### src/rtl/ex_hazard_ctrl.sv
// Hazard controller for the ID/EX boundary: load-use stall, branch flush,
// multi-cycle shift hold in EX and EX operand forwarding selects.
module ex_hazard_ctrl (
    input  logic       clk,
    input  logic       rst_n,
    input  logic       id_valid,
    input  logic [2:0] id_src1,
    input  logic [2:0] id_src2,
    input  logic       id_uses_src1,
    input  logic       id_uses_src2,
    input  logic [2:0] id_dst,
    input  logic       id_writes,
    input  logic       id_is_load,
    input  logic       id_is_multi,
    input  logic [7:0] id_shift_count,
    input  logic       ex_branch_taken,
    output logic       pc_hold,
    output logic       ifid_hold,
    output logic       ifid_flush,
    output logic       idex_bubble,
    output logic       idex_hold,
    output logic [1:0] fwd_a,
    output logic [1:0] fwd_b,
    output logic       ex_busy,
    output logic [2:0] busy_cnt
);

    localparam int unsigned RW = 3;
    localparam int unsigned CW = 3;
    localparam logic [1:0] FWD_RF  = 2'b00;
    localparam logic [1:0] FWD_MEM = 2'b01;
    localparam logic [1:0] FWD_WB  = 2'b10;

    typedef enum logic {RUN = 1'b0, BUSY = 1'b1} state_e;

    typedef struct packed {
        logic          valid;
        logic [RW-1:0] dst;
        logic          writes;
        logic          is_load;
    } slot_t;

    typedef struct packed {
        slot_t         s;
        logic [RW-1:0] src1;
        logic [RW-1:0] src2;
        logic          uses1;
        logic          uses2;
    } ex_slot_t;

    state_e        state_q, state_d;
    logic [CW-1:0] cnt_q, cnt_d;
    ex_slot_t      ex_q, ex_d;
    slot_t         mem_q, mem_d;
    slot_t         wb_q, wb_d;

    logic          load_use_c;
    logic          pc_hold_c, ifid_hold_c, ifid_flush_c, idex_bubble_c, idex_hold_c;
    logic [1:0]    fwd_a_c, fwd_b_c;
    logic [CW-1:0] id_n_c;
    ex_slot_t      id_slot_c;
    logic          unused_bits;

    // Only the low bits of the shift amount set the extra EX residency.
    assign id_n_c      = id_shift_count[CW-1:0];
    assign unused_bits = ^{id_shift_count[7:CW], wb_q.is_load};

    assign id_slot_c = {1'b1, id_dst, id_writes, id_is_load,
                        id_src1, id_src2, id_uses_src1, id_uses_src2};

    assign load_use_c = id_valid && ex_q.s.valid && ex_q.s.is_load && ex_q.s.writes &&
                        ((id_uses_src1 && (ex_q.s.dst == id_src1)) ||
                         (id_uses_src2 && (ex_q.s.dst == id_src2)));

    // MEM result is younger than WB, so it wins when both match.
    function automatic logic [1:0] fwd_sel(input logic uses, input logic [RW-1:0] src,
                                           input slot_t mem, input slot_t wb);
        logic [1:0] sel;
        sel = FWD_RF;
        if (uses && mem.valid && mem.writes && (mem.dst == src)) begin
            sel = FWD_MEM;
        end else if (uses && wb.valid && wb.writes && (wb.dst == src)) begin
            sel = FWD_WB;
        end
        return sel;
    endfunction

    assign fwd_a_c = fwd_sel(ex_q.uses1, ex_q.src1, mem_q, wb_q);
    assign fwd_b_c = fwd_sel(ex_q.uses2, ex_q.src2, mem_q, wb_q);

    always_comb begin
        state_d       = state_q;
        cnt_d         = cnt_q;
        ex_d          = ex_q;
        mem_d         = mem_q;
        wb_d          = wb_q;
        pc_hold_c     = 1'b0;
        ifid_hold_c   = 1'b0;
        ifid_flush_c  = 1'b0;
        idex_bubble_c = 1'b0;
        idex_hold_c   = 1'b0;
        case (state_q)
            RUN: begin
                if (ex_branch_taken) begin
                    ifid_flush_c  = 1'b1;
                    idex_bubble_c = 1'b1;
                end else if (load_use_c) begin
                    pc_hold_c     = 1'b1;
                    ifid_hold_c   = 1'b1;
                    idex_bubble_c = 1'b1;
                end
                wb_d  = mem_q;
                mem_d = ex_q.s;
                if (idex_bubble_c || !id_valid) begin
                    ex_d = '0;
                end else begin
                    ex_d = id_slot_c;
                    if (id_is_multi && (id_n_c != '0)) begin
                        state_d = BUSY;
                        cnt_d   = id_n_c;
                    end
                end
            end
            BUSY: begin
                // EX is frozen; the stage behind it drains and MEM gets a bubble.
                pc_hold_c   = 1'b1;
                ifid_hold_c = 1'b1;
                idex_hold_c = 1'b1;
                wb_d        = mem_q;
                mem_d       = '0;
                cnt_d       = cnt_q - CW'(1);
                if (cnt_q == CW'(1)) begin
                    state_d = RUN;
                end
            end
            default: begin
                state_d = RUN;
            end
        endcase
    end

    always_ff @(posedge clk or negedge rst_n) begin
        if (!rst_n) begin
            state_q <= RUN;
            cnt_q   <= '0;
            ex_q    <= '0;
            mem_q   <= '0;
            wb_q    <= '0;
        end else begin
            state_q <= state_d;
            cnt_q   <= cnt_d;
            ex_q    <= ex_d;
            mem_q   <= mem_d;
            wb_q    <= wb_d;
        end
    end

    // Controls are forced low while reset is asserted, independent of ID inputs.
    assign pc_hold     = rst_n & pc_hold_c;
    assign ifid_hold   = rst_n & ifid_hold_c;
    assign ifid_flush  = rst_n & ifid_flush_c;
    assign idex_bubble = rst_n & idex_bubble_c;
    assign idex_hold   = rst_n & idex_hold_c;
    assign fwd_a       = rst_n ? fwd_a_c : FWD_RF;
    assign fwd_b       = rst_n ? fwd_b_c : FWD_RF;
    assign ex_busy     = (state_q == BUSY);
    assign busy_cnt    = cnt_q;

endmodule

### config.mk
export PLATFORM = sky130hd
export DESIGN_NAME = ex_hazard_ctrl
export DESIGN_NICKNAME = d
export VERILOG_FILES = /design/src/rtl/ex_hazard_ctrl.sv
export SDC_FILE = /design/constraint.sdc
export NUM_CORES = 1
export LEC_CHECK = 0
export ABC_AREA = 1
export BUFFER_PORTS_ARGS = -buffer_cell sky130_fd_sc_hd__clkbuf_2
export CORE_MARGIN = 8
export CORE_UTILIZATION = 40
export CTS_BUF_LIST = sky130_fd_sc_hd__clkbuf_8
export DETAILED_ROUTE_END_ITERATION = 8
export HOLD_SLACK_MARGIN = 0.02
export PLACE_DENSITY = 0.62
export SETUP_SLACK_MARGIN = 0.2
export SLEW_MARGIN = 20
export SYNTH_ARGS = -nofsm -noshare
export SYNTH_HDL_FRONTEND = slang
export SYNTH_SLANG_ARGS = --single-unit
### constraint.sdc
create_clock -name clk -period 2.45 [get_ports clk]
set_input_delay 0.49 -clock clk [delete_from_list [all_inputs] [get_ports clk]]
set_output_delay 0.49 -clock clk [all_outputs]
set_load 0.01 [all_outputs]
After elaboration in Yosys (flattened, before gate mapping)
Index checks and enable logic that the tools add are counted.

Register bits: 28. Input port bits: 26.

Add/subtract/negate cells: 1. Equal/unequal tests: 9. Multiplexer cells: 24. Bitwise operators: 5. Reductions and logical operators: 24.

Operator list (number): logical AND 1 bit (19); equality test 3 bit (6); 2-to-1 mux 14 bit (1); 2-to-1 mux 2 bit (6); one-hot mux 6 bit (2 select lines) (1); 2-to-1 mux 1 bit (11); 2-to-1 mux 3 bit (2); one-hot mux 3 bit (2 select lines) (1); AND 1 bit (4); inequality test 2 bit (second input constant) (2); one-hot mux 1 bit (2 select lines) (2); equality test 3 x 1 -> 1 bit (second input constant) (1); nonzero test 3 bit (1); subtractor 3 x 1 -> 3 bit (second input constant) (1); logical OR 1 bit (2); AND reduction 2 bit (1); zero test 1 bit (1); NOT 1 bit (1).

Logic depth before layout (Yosys ltp)
Depth in word-level cells: 10. Mapped depth: 11. Mapped depth without buffers: 11.

Worst setup path after synthesis
No wires, ideal clock.

Path kind: input -> output. Start: input port id_src2[1]. End: output port pc_hold. Arrival: 1.507 ns. Required time: 1.960 ns. Setup slack: 0.453 ns. Stages on the path: 8. Path through: inv_1 > nor2_1 > nor2_1 > nand2_1 > nand2_2 > nand2_4 > o31ai_1 > buf_4.

Cells in the longest elaborated chain, start to end: 8.

Ends and longest elaborated chain: from (decl) (RTL line 8) `input logic [2:0] id_src2,`; equality test 3 bit (RTL line 73) `(id_uses_src2 && (ex_q.s.dst == id_src2)));`; logical AND 1 bit (RTL line 73); logical OR 1 bit (RTL line 72) `((id_uses_src1 && (ex_q.s.dst == id_src1)) ||`; logical AND 1 bit (RTL line 71) `assign load_use_c = id_valid && ex_q.s.valid && ex_q.s.is_load && ex_q.s.writes &&`; 2-to-1 mux 1 bit (2 in a row); one-hot mux 1 bit (2 select lines); AND 1 bit; to (decl) (RTL line 17) `output logic pc_hold,`.

No other way between the ends.

Worst setup path after layout
Start: register ex_q[10] (netlist name). End: output port ifid_hold.

Cells in the longest elaborated chain, start to end: 8. Elaborated cells between the ends (all ways): 10. Classes of those cells: eq/ne: 2; mux: 3; bitwise: 1; reduce/logical: 4.

Ends and longest elaborated chain: from (decl) (RTL line 53) `ex_slot_t ex_q, ex_d;`; from (signal assigned) (RTL line 146) `ex_q <= '0;`; from (signal assigned) (RTL line 152) `ex_q <= ex_d;`; equality test 3 bit, on equally long branches (RTL line 72, 73); logical AND 1 bit, on equally long branches (RTL line 72, 73); logical OR 1 bit * (RTL line 72); logical AND 1 bit * (RTL line 71); 2-to-1 mux 1 bit * (RTL line 107) `end else if (load_use_c) begin`; 2-to-1 mux 1 bit * (RTL line 104) `if (ex_branch_taken) begin`; one-hot mux 1 bit (2 select lines) * (RTL line 102) `case (state_q)`; AND 1 bit * (RTL line 160) `assign ifid_hold = rst_n & ifid_hold_c;`; to (decl) (RTL line 18) `output logic ifid_hold,`.

Mark *: on every way between the ends. The rest lies on a longest branch, timed or not.

==> impl_results.md <==
* Outcome: complete, no violations
* Root buf cell: clkbuf_8
* IO Count at 39
* RSZ-0062 raised after global routing: false
* Clock share of power at 0.230
* Number of diodes at 0
* Reg2Reg Setup Slack at just under 1000 ps
* Rel. slew slack at 0.730
* Worst r2r dst: ex_q[2]$_DFFE_PN0N_
* Via-to-Cell Ratio at 4.60
* Worst-margin pin slew at between 400 and 500 ps
* Post-synth top flop: dfrtp_1
* Initial drt markers at 27
* M2 GR Usage at 0.175
* DP Area at roughly 1700 sq um
* Final ANT Viol Nets at 0
* Skew-Pair Late Insertion Delay at approximately 270 ps
* Worst path most repeated cell: nand2_1
* CP max-delay cell: dfrtp_1
* M3 GR Usage at 0.0175
* Reg clk slew, reported paths at around 90 ps
* Share of layout cells above drive strength 1 at 0.274
* Final Hold Violating Endpoints at 0
* Area Overhead vs Synth at 19.8%
* Sequential power share at 0.437
* EDFF count, synth at 0
* Antenna violations before repair at 0
* Pleak at approximately 0.98 nW
* Power Dens Cells at just under 900 nW/um^2
* CP arrival at between 1500 and 2000 ps
* Largest net degree at the start of global routing at 22
* CP Capture Type: output pin
* Hold_buf cts at 0
* Period minus WS final at just over 2000 ps
* DRC errors left at 0
* Mapped Cells at ~180
* Startpoint types: register
* HP Class: in -> async
* Clock tree buffer depth at 2
* Comb power frac at 0.333
* Reg-to-Reg Start: ex_q[10]$_DFFE_PN0N_
* Synth Net Count at roughly 210
* Max Cap Violations at 0
* Site Rows at 22
* Fin crit share at 0.845
* First-pass GRT wire length at between 5000 and 6000 um
* Number of global-route vias before repair at ~1200
* Total clock sinks at 28
* H-tree depth at 1
* Die width at about 77 um
* Initial core utilization at 0.412
* DRT Wirelength at between 3000 and 4000 um
* Internal at approximately 0.99 mW
* Global Route Usage Sum at 0.105
* Routed WL per cell at approximately 12 um
* Global routing's busiest layer: met2
* Total core area at about 3600 sq um
* Cell area after synthesis at around 1500 sq um
* DR pass1 iterations at 4
* Sw Pwr at 0.558 mW
* CP Cell Sequence: inv_2 > nand2_1 > nand2_1 > nor2_1 > nand2_1 > nand2_2 > nand2_4 > o31ai_2 > clkbuf_2
* Num CTS Buffers at 3
* CTS tree: yes
* Setup_tns at 0 ps
* Resized Gates After CTS at 0
* Max-slew violations at 0
* Register area share after synthesis at 0.471
* R2R depth at 9
* Die Area at a little under 6000 sq um
* Max Freq at between 0.4 and 0.5 GHz
* Yosys cell types at 26
* Switching Fraction at 0.360
* Net count, final at ~240
* Clock skew at approximately 2.7 ps
* Asr flop ratio synth at 1.00
* Detailed Place HPWL at between 2000 and 2500 um
* Setup violations, final at 0
* Total vias in the final route at 1196
* Max FO, Critical Path at 5
* Buffer count from post-CTS setup fixing at 0
* Post-synthesis register bit count at 28
* Crit path largest cell delay at 420 ps
* Maximum VDD drop at about 0.29 mV
* GPL Wtd Cong at roughly 0.78
* CP Class: reg -> out
* Die height at ~77 um
* Total gr overflow at 0
* Met1 Usage GRT at 0.134
* Mean Syn Cell Area at between 8 and 9 sq um
* Number of synthesis warnings at 0
* IO buf count at 33
* Worst EP required at slightly below 2000 ps
* Design area at approximately 1800 sq um
## cells in the mapped netlist (2+ instances only)
library cell | instances | area [sq um]
inv_1 | 24 | 90.1
nor4_1 | 4 | 25.0
nand4_1 | 3 | 18.8
xor2_1 | 4 | 35.0
dfrtp_1 | 28 | 701
ha_1 | 2 | 25.0
nand2_1 | 44 | 165
inv_2 | 2 | 7.51
o21ai_0 | 10 | 50.1
nor3_1 | 3 | 15.0
nand3_1 | 10 | 50.1
nor2_1 | 12 | 45.0
clkbuf_1 | 3 | 11.3
o21ai_2 | 10 | 87.6
xnor2_1 | 7 | 61.3
## per-stage QoR
step / cells / utilization / total power, mW / setup WS [ps] / hold WS (ps)
floorplan: 177 / - / 1.04 / 453 / 194
global placement: 256 / 0.473 / 1.20 / 476 / 337
detailed placement: 256 / 0.473 / 1.21 / 433 / 339
CTS: 260 / 0.492 / 1.57 / 303 / 38.1
global route: 260 / 0.494 / 1.68 / 240 / 33.8
finish: 260 / 0.494 / 1.55 / 380 / 42.9
## cell usage in the layout (no fill, tap or decap), types with 2 or more instances in the layout
cell      netlist  final
nand2_1        44     44
clkbuf_2        0     33
dfrtp_1        28     28
inv_1          24     24
nor2_1         12     12
nand3_1        10     10
o21ai_0        10     10
o21ai_2        10     10
xnor2_1         7      7
xor2_1          4      4
nor4_1          4      4
nor3_1          3      3
nand4_1         3      3
clkbuf_8        0      3
buf_4           1      3
inv_2           2      2
ha_1            2      2
## worst max-delay path, delay by kind of cell, from the launching register on
family / cells / cell delay (ps)
AND/OR/NAND/NOR: 6 / 430
buffers and inverters: 2 / 250
flip-flops: 1 / 420
AO/OA/AOI/OAI: 1 / 210
## cell type report
type | count | area [sq um]
flip-flops and latches | 28 | 701
clock buffers | 3 | 41.3
repair buffers | 36 | 188
well taps | 48 | 60.1
inverters | 26 | 97.6
multi-input cells | 118 | 663
fillers | 365 | 1830
clock inverters | 1 | 30.0
## worst max-delay path by stage
stage / from / endpoint / slack (ps) / depth (start not counted)
after floorplan: id_src2[1] / pc_hold / 450 / 8
after global placement: id_src2[0] / ifid_hold / 480 / 10
after detailed placement: id_src1[0] / ifid_hold / 430 / 10
after CTS: ex_q[11]$_DFFE_PN0N_ / ifid_hold / 300 / 9
after global routing: ex_q[10]$_DFFE_PN0N_ / pc_hold / 240 / 9
final: ex_q[10]$_DFFE_PN0N_ / ifid_hold / 380 / 9
## cell families (layout without fill, tap and decap cells)
family / count (synthesis) / in the layout / synth area share
buffers and inverters: 31 / 66 / 0.0859
AND/OR/NAND/NOR: 81 / 81 / 0.249
AO/OA/AOI/OAI: 24 / 24 / 0.112
adder cells (fa/ha/maj): 2 / 2 / 0.0168
flip-flops: 28 / 28 / 0.471
XOR/XNOR: 11 / 11 / 0.0648
## flip-flops by register name, summed over array words and instances, names as in the netlist
name,count
busy_cnt,3
ex_q,14
wb_q,5
mem_q,5
ex_busy,1
## power groups by stage
stage	clock (mW)	combinational (mW)	sequential [mW]
finish	0.357	0.516	0.678
global route	0.388	0.589	0.698
CTS	0.365	0.523	0.680
detailed placement	0	0.522	0.689
global placement	0	0.519	0.683
floorplan	0	0.366	0.679
## per-layer routing
layer	vias up	wire [um]
met2	16	1470
met1	542	1450
met3	4	74
met4	0	31
li1	634	-
met5	-	0
Power figures use the tool's default switching activity.
